`config.mk`:
```
export PLATFORM = sky130hd
export DESIGN_NAME = rr_arb_mux
export DESIGN_NICKNAME = d
export VERILOG_FILES = /design/src/rtl/rr_arb_mux.sv
export SDC_FILE = /design/constraint.sdc
export NUM_CORES = 1
export LEC_CHECK = 0
export BUFFER_PORTS_ARGS = -buffer_cell sky130_fd_sc_hd__buf_2
export CAP_MARGIN = 20
export CORE_ASPECT_RATIO = 0.8
export CORE_MARGIN = 2
export CORE_UTILIZATION = 38
export CTS_CLUSTER_SIZE = 40
export DETAILED_ROUTE_END_ITERATION = 8
export HOLD_SLACK_MARGIN = 0.1
export PLACE_DENSITY = 0.77
export SETUP_SLACK_MARGIN = 0.15
export SLEW_MARGIN = 20
export SYNTH_ARGS = -nofsm -noshare
export SYNTH_HDL_FRONTEND = slang
export SYNTH_SLANG_ARGS = --single-unit
```
`constraint.sdc`:
```
create_clock -name clk -period 1.9 [get_ports clk]
set_input_delay 0.38 -clock clk [delete_from_list [all_inputs] [get_ports clk]]
set_output_delay 0.38 -clock clk [all_outputs]
set_load 0.01 [all_outputs]
```
`src/rtl/rr_arb_mux.sv`:
```
`default_nettype none
// ============================================================================
// rr_arb_mux : registered N-channel valid/ready mux with round-robin or forced select
// Revision   : 1.0
// ============================================================================
module rr_arb_mux #(
  parameter  int WIDTH = 32,
  parameter  int CH    = 4,
  localparam int SELW  = $clog2(CH)
) (
  input  logic                clk,
  input  logic                rst,
  input  logic [CH-1:0]       in_valid,
  input  logic [CH*WIDTH-1:0] in_data,
  output logic [CH-1:0]       in_ready,
  input  logic                force_en,
  input  logic [SELW-1:0]     force_sel,
  output logic                out_valid,
  output logic [WIDTH-1:0]    out_data,
  output logic [SELW-1:0]     out_sel,
  input  logic                out_ready
);

  logic             out_valid_q, out_valid_d;
  logic [WIDTH-1:0] out_data_q,  out_data_d;
  logic [SELW-1:0]  out_sel_q,   out_sel_d;
  logic [SELW-1:0]  ptr_q,       ptr_d;

  logic             w_load;
  logic             w_gnt_vld;
  logic [SELW-1:0]  w_gnt_idx;
  logic [SELW-1:0]  w_cand;

  assign w_load = !out_valid_q || out_ready;

  // Scan offsets high to low so the closest valid channel after ptr wins last.
  always_comb begin
    w_gnt_vld = 1'b0;
    w_gnt_idx = '0;
    w_cand    = '0;
    if (force_en) begin
      w_gnt_vld = in_valid[force_sel];
      w_gnt_idx = force_sel;
    end else begin
      for (int k = CH - 1; k >= 0; k--) begin
        w_cand = ptr_q + SELW'(k);
        if (in_valid[w_cand]) begin
          w_gnt_vld = 1'b1;
          w_gnt_idx = w_cand;
        end
      end
    end
  end

  assign in_ready = (!rst && w_load && w_gnt_vld) ? (CH'(1) << w_gnt_idx) : '0;

  always_comb begin
    out_valid_d = out_valid_q;
    out_data_d  = out_data_q;
    out_sel_d   = out_sel_q;
    ptr_d       = ptr_q;
    if (w_load) begin
      out_valid_d = w_gnt_vld;
      if (w_gnt_vld) begin
        out_data_d = in_data[w_gnt_idx*WIDTH +: WIDTH];
        out_sel_d  = w_gnt_idx;
        ptr_d      = w_gnt_idx + SELW'(1);
      end
    end
  end

  always_ff @(posedge clk) begin
    if (rst) begin
      out_valid_q <= 1'b0;
      out_data_q  <= '0;
      out_sel_q   <= '0;
      ptr_q       <= '0;
    end else begin
      out_valid_q <= out_valid_d;
      out_data_q  <= out_data_d;
      out_sel_q   <= out_sel_d;
      ptr_q       <= ptr_d;
    end
  end

  assign out_valid = out_valid_q;
  assign out_data  = out_data_q;
  assign out_sel   = out_sel_q;

endmodule
`default_nettype wire

```
# Word-level counts from Yosys, hierarchy flattened
# Cells that the tools add are included.
# word_totals
ramBits	0
latch_bits	0
n_memories	0
in_bits	138
out_inout_bits	39
register_bits	37
wordCells	42
mem_bits_ro	0
# op_classes
n_eq_ne	0
mux	21
div	0
bitwise	0
shifts	2
reduce_logical	6
mul	0
magnitude_cmp	5
n_addsub	4
# op_table
operator	n
128-bit by 8-bit variable part select with 32-bit output	1
2-bit by 3-bit < comparator with 1-bit output (second input constant)	5
1-bit binary-select mux with 2-bit select	5
1-bit 2-to-1 mux	10
2-bit 2-to-1 mux	5
2-bit by 1-bit adder with 2-bit output (second input constant)	2
2-bit adder (second input constant)	2
4-bit 2-to-1 mux	1
1-bit by 2-bit left shift with 4-bit output (first input constant)	1
1-bit logical AND	2
1-bit zero test	2
2-bit AND reduction	1
1-bit logical OR	1

# Depth between registers and ports, before layout
# Gate-level depths: netlist of run 1.
# depth
word_depth	10
depth_mapped	8
depth_no_buf	5

# Least setup slack after synthesis of run 1
# No wires, ideal clock.
# synth_path
path_kind	input -> output
start	input port in_valid[2]
end	output port in_ready[0]
setup_slack_ps	-168
path_stages	5
t_arrival_ps	1688
required_time_ps	1520
path_buffers	1
path_cell_list	nor2b_1 -> a2111oi_2 -> clkbuf_1 -> nor2_1 -> nor3_1
# synth_via
elab_chain_cells	9
elab_cells_between_ends	23
cone_classes	shift (1); mux (21); reduce/logical (1)
# synth_lines
element	line_no	rtl
start: declaration	13	input logic [CH-1:0] in_valid,
1-bit binary-select mux with 2-bit select	47	if (in_valid[w_cand]) begin
1-bit 2-to-1 mux (implied by the code)	47	
2-bit 2-to-1 mux or 1-bit 2-to-1 mux (tied branches) (4 in a row)	47	
2-bit 2-to-1 mux or 1-bit 2-to-1 mux (tied branches)	41	if (force_en) begin
1-bit by 2-bit left shift with 4-bit output or 1-bit logical AND (tied branches)	55	assign in_ready = (!rst && w_load && w_gnt_vld) ? (CH'(1) << w_gnt_idx) : '0;
4-bit 2-to-1 mux (*)	55	
end: declaration	15	output logic [CH-1:0] in_ready,
# Every way passes the cells marked *; elsewhere a longest branch is shown, timed or not. The select of a mux whose other input is x is not followed.

# Worst setup path after layout of run 1
# layout_path
start	register ptr_q[1]
end	output port in_ready[0]
# layout_via
elab_chain_cells	10
elab_cells_between_ends	24
cone_classes	add/sub (3); shift (1); mux (19); reduce/logical (1)
# layout_lines
element	line_no	rtl
start: declaration	27	logic [SELW-1:0] ptr_q, ptr_d;
start signal: assignment	82	ptr_q <= ptr_d;
2-bit adder	46	w_cand = ptr_q + SELW'(k);
1-bit binary-select mux with 2-bit select	47	
1-bit 2-to-1 mux (implied by the code)	47	
2-bit 2-to-1 mux or 1-bit 2-to-1 mux (tied branches) (4 in a row)	47	
2-bit 2-to-1 mux or 1-bit 2-to-1 mux (tied branches)	41	
1-bit by 2-bit left shift with 4-bit output or 1-bit logical AND (tied branches)	55	
4-bit 2-to-1 mux (*)	55	
# Marked as above.

==> implementation parameters, run 1 <==
Parameter                              Value

Routing
  DR vias ... about 3700
  Number of design rule violations left after detail routing ... 0
  Routed len/inst ... ~18 um
  Total wirelength of the detailed-routed design ... between 10 and 15 mm
  Starting DRC count in detailed routing ... 227
  Count of nets left with antenna violations after detail routing ... 0
  Number of detailed-route iterations in the first pass ... 5
  Post-DR vias/cell ... a little over 6

Setup path
  Setup CP Type ... reg2out
  Critical Path Start Type ... flop
  Data arrival time at the worst-slack endpoint ... 1.71 ns
  Required arrival time at the worst endpoint ... between 1.5 and 2 ns
  Crit path max fanout ... 6
  Critical path capture point type ... output pin

Floorplanning
  Area of the die ... about 0.0077 mm^2
  Height of the die ... between 70 and 80 um
  Width of the chip ... 97.4 um
  Standard-cell rows ... 27
  Initial Utilization ... between 30% and 40%
  Core area ... just under 0.007 mm^2
  Top-level port count ... approximately 180

Synth
  Post-synth EDFFs ... 0
  Synthesized-area fraction occupied by and/or/nand/nor cells ... around 27%
  Synth Register Bits ... 37
  Dominant cell type by area after synthesis ... sky130_fd_sc_hd__dfxtp_1
  Primary FF master, synth ... sky130_fd_sc_hd__dfxtp_1
  Compound-gate portion of the synthesized area ... 34.8%
  Sequential cell area fraction in the yosys report ... between 20% and 30%
  Count of mapped cells out of synthesis ... ~320
  Most frequent cell after synthesis ... sky130_fd_sc_hd__dfxtp_1
  Area of the mapped netlist ... about 0.0027 mm^2
  Proportion of synthesized flip-flops having asynchronous set or reset ... 0%
  Synth Area in Adders ... 0%
  Number of distinct library cells after synthesis ... 35
  Mapped Nets ... approximately 460
  Most common library cells after synthesis ... 37 x sky130_fd_sc_hd__dfxtp_1, 34 x sky130_fd_sc_hd__nand3_1, 33 x sky130_fd_sc_hd__o21ai_0
  Largest family of logic cells by synthesized area ... compound AO/OA/AOI/OAI gates
  Share of cell area taken by muxes after synthesis ... a little over 2%
  Parity-gate share of the synthesized area counting xor and xnor cells ... 0%
  Mean Syn Cell Area ... around 8 um^2
  Fraction of post-synthesis cell area in the top cell type by area ... between 20% and 30%
  Ys Warns ... 0
  Leading post-synthesis cells by cell area ... sky130_fd_sc_hd__dfxtp_1 28%, sky130_fd_sc_hd__a221o_1 12%, sky130_fd_sc_hd__a32o_1 12%, sky130_fd_sc_hd__and3_1 7.5%, sky130_fd_sc_hd__nand4_1 7.5%

Timing
  Final period demand of the worst path ... approximately 2.1 ns
  Unrepaired setup endpoints after global routing ... true
  Max Clk Rate ... between 400 and 500 MHz
  Setup WS post-layout ... -0.191 ns
  Setup clock skew after layout ... approximately 0.011 ns
  # setup viols final ... 36
  Hold violation count in the final report ... 0
  Max Transition Viols Final ... 0
  Transition time at the pin with the least slew margin ... roughly 0.31 ns
  Minimum hold slack ... ~0.38 ns
  Slew headroom ... about four fifths
  Share of the clock period used by the worst path ... 110%

Power
  P per Cell Area ... roughly 640 mW/mm^2
  Static leakage power ... roughly 2.1 nW
  Worst IR Drop VDD ... 0.367 mV

CTS
  Clock latency on the worst-skew pair ... ~0.28 ns
  Buffer depth of the longest clock path ... 2
  Number of clock buffers inserted by TritonCTS ... 5
  Clock sink count ... 37
  Root buf cell ... sky130_fd_sc_hd__clkbuf_8
  CTS H-Tree Depth ... 2
  TritonCTS clock tree ... built
  Clock slew at the register clock pins of the worst setup and hold paths ... approximately 0.080 ns

Placement
  Post-Place Setup Slack ... -0.316 ns
  HPWL Detailed ... approximately 7.1 mm
  Cell count after placement ... around 600
  Port Buffer Count ... between 150 and 200
  Routability cong. ... ~0.94

Global routing
  Overall routing resource usage ... 26.5%
  Maximum number of pins on one net before global-route repair ... 33
  Number of global-route vias before repair ... about 3500
  Global-route wire length before repair ... between 15 and 20 mm
  Number of antenna violations at the first check in global routing ... 0
  Total congestion overflow after global routing ... 0

Finish
  Non-filler cells, final ... 608
  Layout overhead on the synthesized area ... 73.2%
  Share of the core filled with cells in the final layout ... approximately two thirds
  Fill cell count ... 550
  Antenna diode instance count ... 0
  Fraction of final layout cells with drive strength greater than 1 ... about three fifths
  Number of nets in the layout ... 660

Flow run
  Max-cap violations ... 0

Worst hold path
  Class of the worst hold path ... in2reg

Run status
  Failing checks ... negative setup slack
  Run status ... finished, violations left
==> logic make-up after synthesis <==
kind of cell | after synthesis
muxes | 4
AOI/OAI and AO/OA | 111
and+or+nand+nor | 124
DFF | 37
buffers and inverters | 48
==> worst max-delay path, cell delays in order, from the launching register on <==
cell	delay [ns]
sky130_fd_sc_hd__dfxtp_4	0.39
sky130_fd_sc_hd__nand2_4	0.06
sky130_fd_sc_hd__buf_6	0.11
sky130_fd_sc_hd__buf_6	0.11
sky130_fd_sc_hd__a2111oi_4	0.33
sky130_fd_sc_hd__nor2_2	0.11
sky130_fd_sc_hd__nor3_2	0.16
sky130_fd_sc_hd__buf_2	0.15
==> per-stage QoR <==
step                instance area, um^2  power, mW  TNS [ns]
finish                             4590       2.94     -2.96
global route                       4590       3.10     -4.70
CTS                                4530       2.92     -2.32
detailed placement                 3940       2.20    -10.36
global placement                   3940       2.17     -9.20
floorplan                          2720       1.67     -1.26
==> registers in the layout (all words and copies together), names as in the netlist <==
register,count
out_data,32
ptr_q,2
out_valid,1
out_sel,2
==> metal layers <==
metal | wire length, um | track usage [%] | part of all wire [%]
met5 | 0 | 0 | 0
met4 | 127 | 6.53 | 1.2
met3 | 993 | 4.58 | 9.0
met2 | 5290 | 45.2 | 48
met1 | 4600 | 35.0 | 42
==> where the power goes <==
group	switching, mW	leakage, nW	internal [mW]	total, mW
Combinational	0.694	1.78	0.785	1.48
Sequential	0.0652	0.308	0.889	0.954
Clock	0.269	0.0399	0.242	0.511
Total	1.03	2.13	1.92	2.94
==> layout by cell type, fill, tap and decap left out, types with 3 or more instances in the layout <==
master / instances
sky130_fd_sc_hd__nand3_1: 29
sky130_fd_sc_hd__nor2_1: 4
sky130_fd_sc_hd__buf_2: 173
sky130_fd_sc_hd__a221o_1: 32
sky130_fd_sc_hd__dfxtp_1: 35
sky130_fd_sc_hd__nand4_1: 32
sky130_fd_sc_hd__a21oi_2: 3
sky130_fd_sc_hd__clkbuf_8: 5
sky130_fd_sc_hd__and3_1: 3
sky130_fd_sc_hd__and3_4: 29
sky130_fd_sc_hd__nand2b_1: 3
sky130_fd_sc_hd__o21ai_0: 32
sky130_fd_sc_hd__buf_4: 38
sky130_fd_sc_hd__nand3_2: 5
sky130_fd_sc_hd__buf_8: 4
sky130_fd_sc_hd__inv_1: 3
sky130_fd_sc_hd__buf_12: 11
sky130_fd_sc_hd__a32o_1: 32
sky130_fd_sc_hd__buf_6: 4
sky130_fd_sc_hd__nor3_2: 4
sky130_fd_sc_hd__buf_16: 4
==> worst paths after layout <==
| kind | from | cells after the start | end | slack (ns) |
|---|---|---|---|---|
| hold reg to reg | out_data[5] | 1 | out_data[5] | 0.46 |
| setup reg to reg | ptr_q[1] | 7 | out_data[13] | -0.12 |
| hold / removal | out_ready | 4 | out_valid | 0.38 |
| setup / recovery | ptr_q[1] | 7 | in_ready[0] | -0.19 |
==> area by class of cell <==
cell class | instances | area, um^2 | area share [%]
repair buffers | 236 | 1650 | 35.9
flip-flops and latches | 37 | 748 | 16.3
inverters | 3 | 11.3 | 0.245
well taps | 87 | 109 | 2.37
multi-input cells | 239 | 2000 | 43.5
clock inverters | 1 | 5.00 | 0.109
clock buffers | 5 | 68.8 | 1.50
==> what timing repair did <==
action                     CTS  global route
setup buffers                9             1
pin swaps                   67             3
hold buffers                 0             0
hold endpoints to repair     0             0
setup endpoints to repair   37            38
gates cloned                 6             0
gates resized for setup     61            12
Power figures use the tool's default switching activity.
==> run 2: changes to the inputs <==
ABC_CLOCK_PERIOD_IN_PS = 1900   (was default)
MAX_ROUTING_LAYER = met4   (was default)
==> run 2 against run 1 <==
Effect of this change: sequential share of layout area increased by 0.57 points; combinational power about the same; the flow still finishes with violations (negative setup slack); register-to-register slack got worse by 0.04 ns; largest power group unchanged.
==> implementation parameters, run 2 (synthesis gave the netlist of run 1 again) <==
Parameter                              Value

Placement
  Post-Place Setup Slack ... -0.322 ns
  Routability cong. ... ~0.99
  Port Buffer Count ... 176
  Cell count after placement ... a little under 600
  HPWL Detailed ... just over 7 mm

Setup path
  Required arrival time at the worst endpoint ... between 1.5 and 2 ns
  Critical path endpoint ... in_ready[0]
  Critical Path Start Type ... flop
  Reg2Reg Capture Point ... out_data[15]
  Reg2reg start ... ptr_q[1]
  Logic depth of the worst register-to-register path ... 9
  Launch point of the critical path ... ptr_q[1]
  Setup CP Type ... reg2out
  Crit path max fanout ... 6
  Critical path capture point type ... output pin
  Setup slack of the most critical reg-to-reg path ... -0.16 ns
  Data arrival time at the worst-slack endpoint ... ~1.7 ns

Global routing
  Overall routing resource usage ... ~27%
  Maximum number of pins on one net before global-route repair ... 33
  Number of global-route vias before repair ... 3502
  Total congestion overflow after global routing ... 0
  Global-route wire length before repair ... approximately 17 mm
  Number of antenna violations at the first check in global routing ... 0

Floorplanning
  Height of the die ... slightly below 80 um
  Top-level port count ... approximately 180
  Standard-cell rows ... 27
  Core area ... ~0.0068 mm^2
  Area of the die ... about 0.0077 mm^2
  Width of the chip ... between 90 and 100 um
  Initial Utilization ... slightly below 40%

CTS
  Clock latency on the worst-skew pair ... between 0.2 and 0.3 ns
  Clock sink count ... 37
  Buffer depth of the longest clock path ... 2
  TritonCTS clock tree ... built
  CTS H-Tree Depth ... 2
  Root buf cell ... sky130_fd_sc_hd__clkbuf_8
  Number of clock buffers inserted by TritonCTS ... 5
  Clock slew at the register clock pins of the worst setup and hold paths ... about 0.08 ns

Run status
  Run status ... finished, violations left
  Failing checks ... negative setup slack

Power
  P per Cell Area ... approximately 680 mW/mm^2
  Static leakage power ... ~2.2 nW
  Power after layout ... around 3 mW
  Worst IR Drop VDD ... about 0.37 mV

Finish
  Commonest non-fill, non-tap cells in the layout ... 175 x sky130_fd_sc_hd__buf_2, 37 x sky130_fd_sc_hd__buf_4, 35 x sky130_fd_sc_hd__dfxtp_1
  Non-filler cells, final ... 612
  Flip-flop count of the largest register, all copies and words added ... 32
  Number of nets in the layout ... 662
  Layout overhead on the synthesized area ... 67.3%
  Fraction of final layout cells with drive strength greater than 1 ... roughly half
  Antenna diode instance count ... 0
  Most frequent standard cell in the layout excluding fill and tap cells ... sky130_fd_sc_hd__buf_2

Timing
  Unrepaired setup endpoints after global routing ... true
  Total Neg Setup Slack ... -4.19 ns
  Max Transition Viols Final ... 0
  Slew headroom ... between 70% and 80%
  Minimum hold slack ... 0.366 ns
  Final period demand of the worst path ... 2.12 ns
  Setup WS post-layout ... -0.217 ns
  # setup viols final ... 36
  Setup clock skew after layout ... between 0.006 and 0.007 ns
  Transition time at the pin with the least slew margin ... between 0.3 and 0.4 ns
  Max Clk Rate ... between 400 and 500 MHz
  Share of the clock period used by the worst path ... 111%
  Hold violation count in the final report ... 0

Routing
  Post-DR vias/cell ... 6.11
  Total wirelength of the detailed-routed design ... 11.0 mm
  DR vias ... around 3700
  Routed len/inst ... 18.0 um
  Count of nets left with antenna violations after detail routing ... 0
  Starting DRC count in detailed routing ... 235
  Number of detailed-route iterations in the first pass ... 5
  Number of design rule violations left after detail routing ... 0

Worst hold path
  Class of the worst hold path ... in2reg

Flow run
  Max-cap violations ... 0
==> run 2: how the worst min path moves through the flow <==
stage | depth (start not counted) | endpoint | from
6_report | 2 | ptr_q[0] | rst
5_1_grt | 2 | ptr_q[0] | rst
4_1_cts | 2 | ptr_q[0] | rst
3_5_place_dp | 1 | out_data[19] | out_data[19]
3_3_place_gp | 1 | out_data[30] | out_data[30]
2_1_floorplan | 1 | out_sel[0] | rst
==> run 2: routing by layer <==
| layer | wire length [um] | vias up | GRT usage (%) |
|---|---|---|---|
| li1 | - | 1731 | - |
| met1 | 4430 | 1754 | 34.4 |
| met2 | 5390 | 245 | 45.9 |
| met3 | 1120 | 10 | 3.52 |
| met4 | 74 | 0 | 7.08 |
| met5 | 0 | - | - |
==> run 2: through the flow <==
step	utilization (%)	area, um^2
after global routing	65.0	4440
after floorplan	-	2720
after CTS	64.2	4380
final	65.0	4440
after global placement	57.7	3940
after detailed placement	57.7	3940
==> run 2: repair_timing <==
action | CTS | global route
hold buffers | 0 | 0
gates resized for setup | 27 | 4
buffers inserted | 11 | 2
gates cloned | 6 | 1
pin swaps | 27 | 9
endpoints found under the setup margin | 37 | 37
==> run 2: cell type report <==
type | count | area, um^2
repair buffers | 238 | 1680
inverters | 3 | 11.3
multi-input cells | 239 | 1810
well taps | 87 | 109
fillers | 612 | 2390
clock buffers | 6 | 72.6
flip-flops and latches | 37 | 748
clock inverters | 2 | 10.0
==> run 2: critical path, cell delays in order, from the launching register on <==
cell and delay [ns]:
sky130_fd_sc_hd__dfxtp_4 0.40, sky130_fd_sc_hd__nand2_4 0.06, sky130_fd_sc_hd__buf_6 0.12, sky130_fd_sc_hd__buf_6 0.11, sky130_fd_sc_hd__a2111oi_4 0.35, sky130_fd_sc_hd__nor2_2 0.12, sky130_fd_sc_hd__nor3_2 0.16, sky130_fd_sc_hd__buf_2 0.15
==> run 2: report_power, final <==
| group | internal [mW] | total (mW) | leakage (nW) | switching [mW] |
|---|---|---|---|---|
| Combinational | 0.801 | 1.50 | 1.81 | 0.697 |
| Clock | 0.255 | 0.545 | 0.0450 | 0.290 |
| Sequential | 0.888 | 0.956 | 0.308 | 0.0672 |
| Total | 1.94 | 3.00 | 2.16 | 1.05 |
==> run 3: changes to the inputs <==
==> constraint.sdc (replaced) <==
create_clock -name clk -period 1.9 [get_ports clk]
set_input_delay 0.285 -clock clk [delete_from_list [all_inputs] [get_ports clk]]
set_output_delay 0.285 -clock clk [all_outputs]
set_load 0.01 [all_outputs]
==> run 3 against run 2 <==
Effect of this change: the run still ends with negative setup slack left; routed wire length up 0.37%; die area unchanged; worst hold slack worse by 0.086 ns; global-route usage up 0.54 points; largest cell class unchanged; critical path depth unchanged; clock-buffer cell count up 1; register-to-register slack about the same; critical endpoint is now out_data[21]; sequential cell count unchanged; non-clock buffer count unchanged; maximum frequency up 2.6%.
==> implementation parameters, run 3 (synthesis gave the netlist of run 1 again) <==
Parameter                              Value

Floorplanning
  Height of the die ... 78.7 um
  Standard-cell rows ... 27
  Width of the chip ... 97.4 um
  Area of the die ... around 0.0077 mm^2
  Top-level port count ... roughly 180
  Initial Utilization ... approximately two fifths
  Core area ... around 0.0068 mm^2

Timing
  Share of the clock period used by the worst path ... 109%
  Hold violation count in the final report ... 0
  # setup viols final ... 36
  Unrepaired setup endpoints after global routing ... true
  Max Clk Rate ... between 400 and 500 MHz
  Total Neg Setup Slack ... -4.22 ns
  Transition time at the pin with the least slew margin ... 0.348 ns
  Final period demand of the worst path ... just over 2 ns
  Max Transition Viols Final ... 0
  Setup clock skew after layout ... between 0.01 and 0.015 ns
  Slew headroom ... 76.8%
  Setup WS post-layout ... -0.163 ns

Finish
  Most frequent standard cell in the layout excluding fill and tap cells ... sky130_fd_sc_hd__buf_2
  Fraction of final layout cells with drive strength greater than 1 ... between 50% and 60%
  Antenna diode instance count ... 0
  Layout overhead on the synthesized area ... 67.0%
  Share of the core filled with cells in the final layout ... about two thirds
  Final instance area ... 0.00443 mm^2
  Fill cell count ... 581
  Flip-flop count of the largest register, all copies and words added ... 32
  Commonest non-fill, non-tap cells in the layout ... 176 x sky130_fd_sc_hd__buf_2, 43 x sky130_fd_sc_hd__buf_4, 35 x sky130_fd_sc_hd__dfxtp_1
  Area occupied by registers ... between 700 and 800 um^2
  Multi-input gate area in the final layout ... roughly 0.0019 mm^2
  Number of nets in the layout ... between 600 and 700

Flow run
  Max-cap violations ... 0

Routing
  Number of detailed-route iterations in the first pass ... 5
  Number of design rule violations left after detail routing ... 0
  Count of nets left with antenna violations after detail routing ... 0
  Total wirelength of the detailed-routed design ... 11.1 mm
  Routed len/inst ... 18.1 um
  Starting DRC count in detailed routing ... around 280
  Post-DR vias/cell ... between 6 and 7
  DR vias ... 3756

Placement
  Routability cong. ... about 0.9
  Port Buffer Count ... 176
  HPWL Detailed ... about 7.1 mm
  Post-Place Setup Slack ... -0.228 ns
  Area after detailed placement ... between 0.003 and 0.004 mm^2

CTS
  Buffer depth of the longest clock path ... 2
  TritonCTS clock tree ... built
  CTS H-Tree Depth ... 2
  Clock latency on the worst-skew pair ... around 0.29 ns
  Number of clock buffers inserted by TritonCTS ... 5
  Root buf cell ... sky130_fd_sc_hd__clkbuf_8
  Hold-fix buffers at CTS ... 0
  Clock slew at the register clock pins of the worst setup and hold paths ... approximately 0.080 ns
  Clock sink count ... 37

Setup path
  Critical Path Start Type ... flop
  Critical path capture point type ... flop
  Required arrival time at the worst endpoint ... 2.07 ns
  Data arrival time at the worst-slack endpoint ... 2.23 ns
  Setup CP Type ... reg2reg
  Crit path max fanout ... 30

Global routing
  Number of global-route vias before repair ... roughly 3400
  Maximum number of pins on one net before global-route repair ... 40
  Total congestion overflow after global routing ... 0
  Global-route wire length before repair ... between 15 and 20 mm
  Overall routing resource usage ... 27.5%
  Number of antenna violations at the first check in global routing ... 0

Power
  Static leakage power ... roughly 2.1 nW
  P per Cell Area ... between 600 and 700 mW/mm^2
  Worst IR Drop VDD ... around 0.34 mV

Run status
  Run status ... finished, violations left
  Failing checks ... negative setup slack

Worst hold path
  Class of the worst hold path ... in2reg
-- run 3: cell types whose count changed in the layout (fill, tap and decap cells not counted), moves of 2 or more --
cell	previous run	this run
sky130_fd_sc_hd__and3_1	32	25
sky130_fd_sc_hd__clkinv_2	2	0
sky130_fd_sc_hd__and3_4	0	7
sky130_fd_sc_hd__bufbuf_16	2	0
sky130_fd_sc_hd__buf_6	6	1
sky130_fd_sc_hd__buf_4	37	43
-- run 3: timing repair --
item,4_1_cts,5_1_grt
endpoints found under the setup margin,38,38
pin swaps,23,4
cloned,4,2
resized for setup,29,10
buffers inserted,13,3
-- run 3: routing by layer --
metal / up-vias / wire [um] / global-route usage [%]
li1: 1735 / - / -
met1: 1782 / 4550 / 35.1
met2: 222 / 5430 / 47.2
met3: 17 / 950 / 3.79
met4: 0 / 116 / 5.97
met5: - / 0 / -
-- run 3: critical path, cell delays in order, from the launching register on --
cell	delay [ns]
sky130_fd_sc_hd__dfxtp_4	0.38
sky130_fd_sc_hd__and3b_1	0.18
sky130_fd_sc_hd__a211oi_2	0.25
sky130_fd_sc_hd__o221ai_4	0.19
sky130_fd_sc_hd__buf_4	0.18
sky130_fd_sc_hd__buf_12	0.16
sky130_fd_sc_hd__a221o_1	0.33
sky130_fd_sc_hd__a32o_1	0.27
-- run 3: final timing paths --
check	start	endpoint	slack [ns]	cells after the start
worst max register to register	ptr_q[1]	out_data[21]	-0.16	7
worst min register to register	out_data[27]	out_data[27]	0.47	1
worst max-delay path	ptr_q[1]	out_data[21]	-0.16	7
worst min-delay path	out_ready	out_valid	0.28	4
-- run 3: cell type report --
cell class / count / share of cell area (%)
clock buffer: 7 / 1.95
tap: 87 / 2.46
timing repair buffer: 238 / 36.5
multi-input combinational: 239 / 42.0
inverter: 3 / 0.254
sequential: 37 / 16.9
-- run 3: where the power goes --
group / leakage, nW / switching, mW / internal [mW] / total, mW
Clock: 0.0443 / 0.290 / 0.289 / 0.578
Combinational: 1.76 / 0.697 / 0.773 / 1.47
Sequential: 0.308 / 0.0675 / 0.888 / 0.956
Total: 2.12 / 1.05 / 1.95 / 3.00
-- run 3: through the flow --
stage / cells / hold WS (ns) / total power, mW
2_1_floorplan: 324 / 0.350 / 1.66
3_3_place_gp: 582 / 0.443 / 2.16
3_5_place_dp: 582 / 0.450 / 2.19
4_1_cts: 606 / 0.257 / 2.93
5_1_grt: 611 / 0.310 / 3.16
6_report: 611 / 0.280 / 3.00
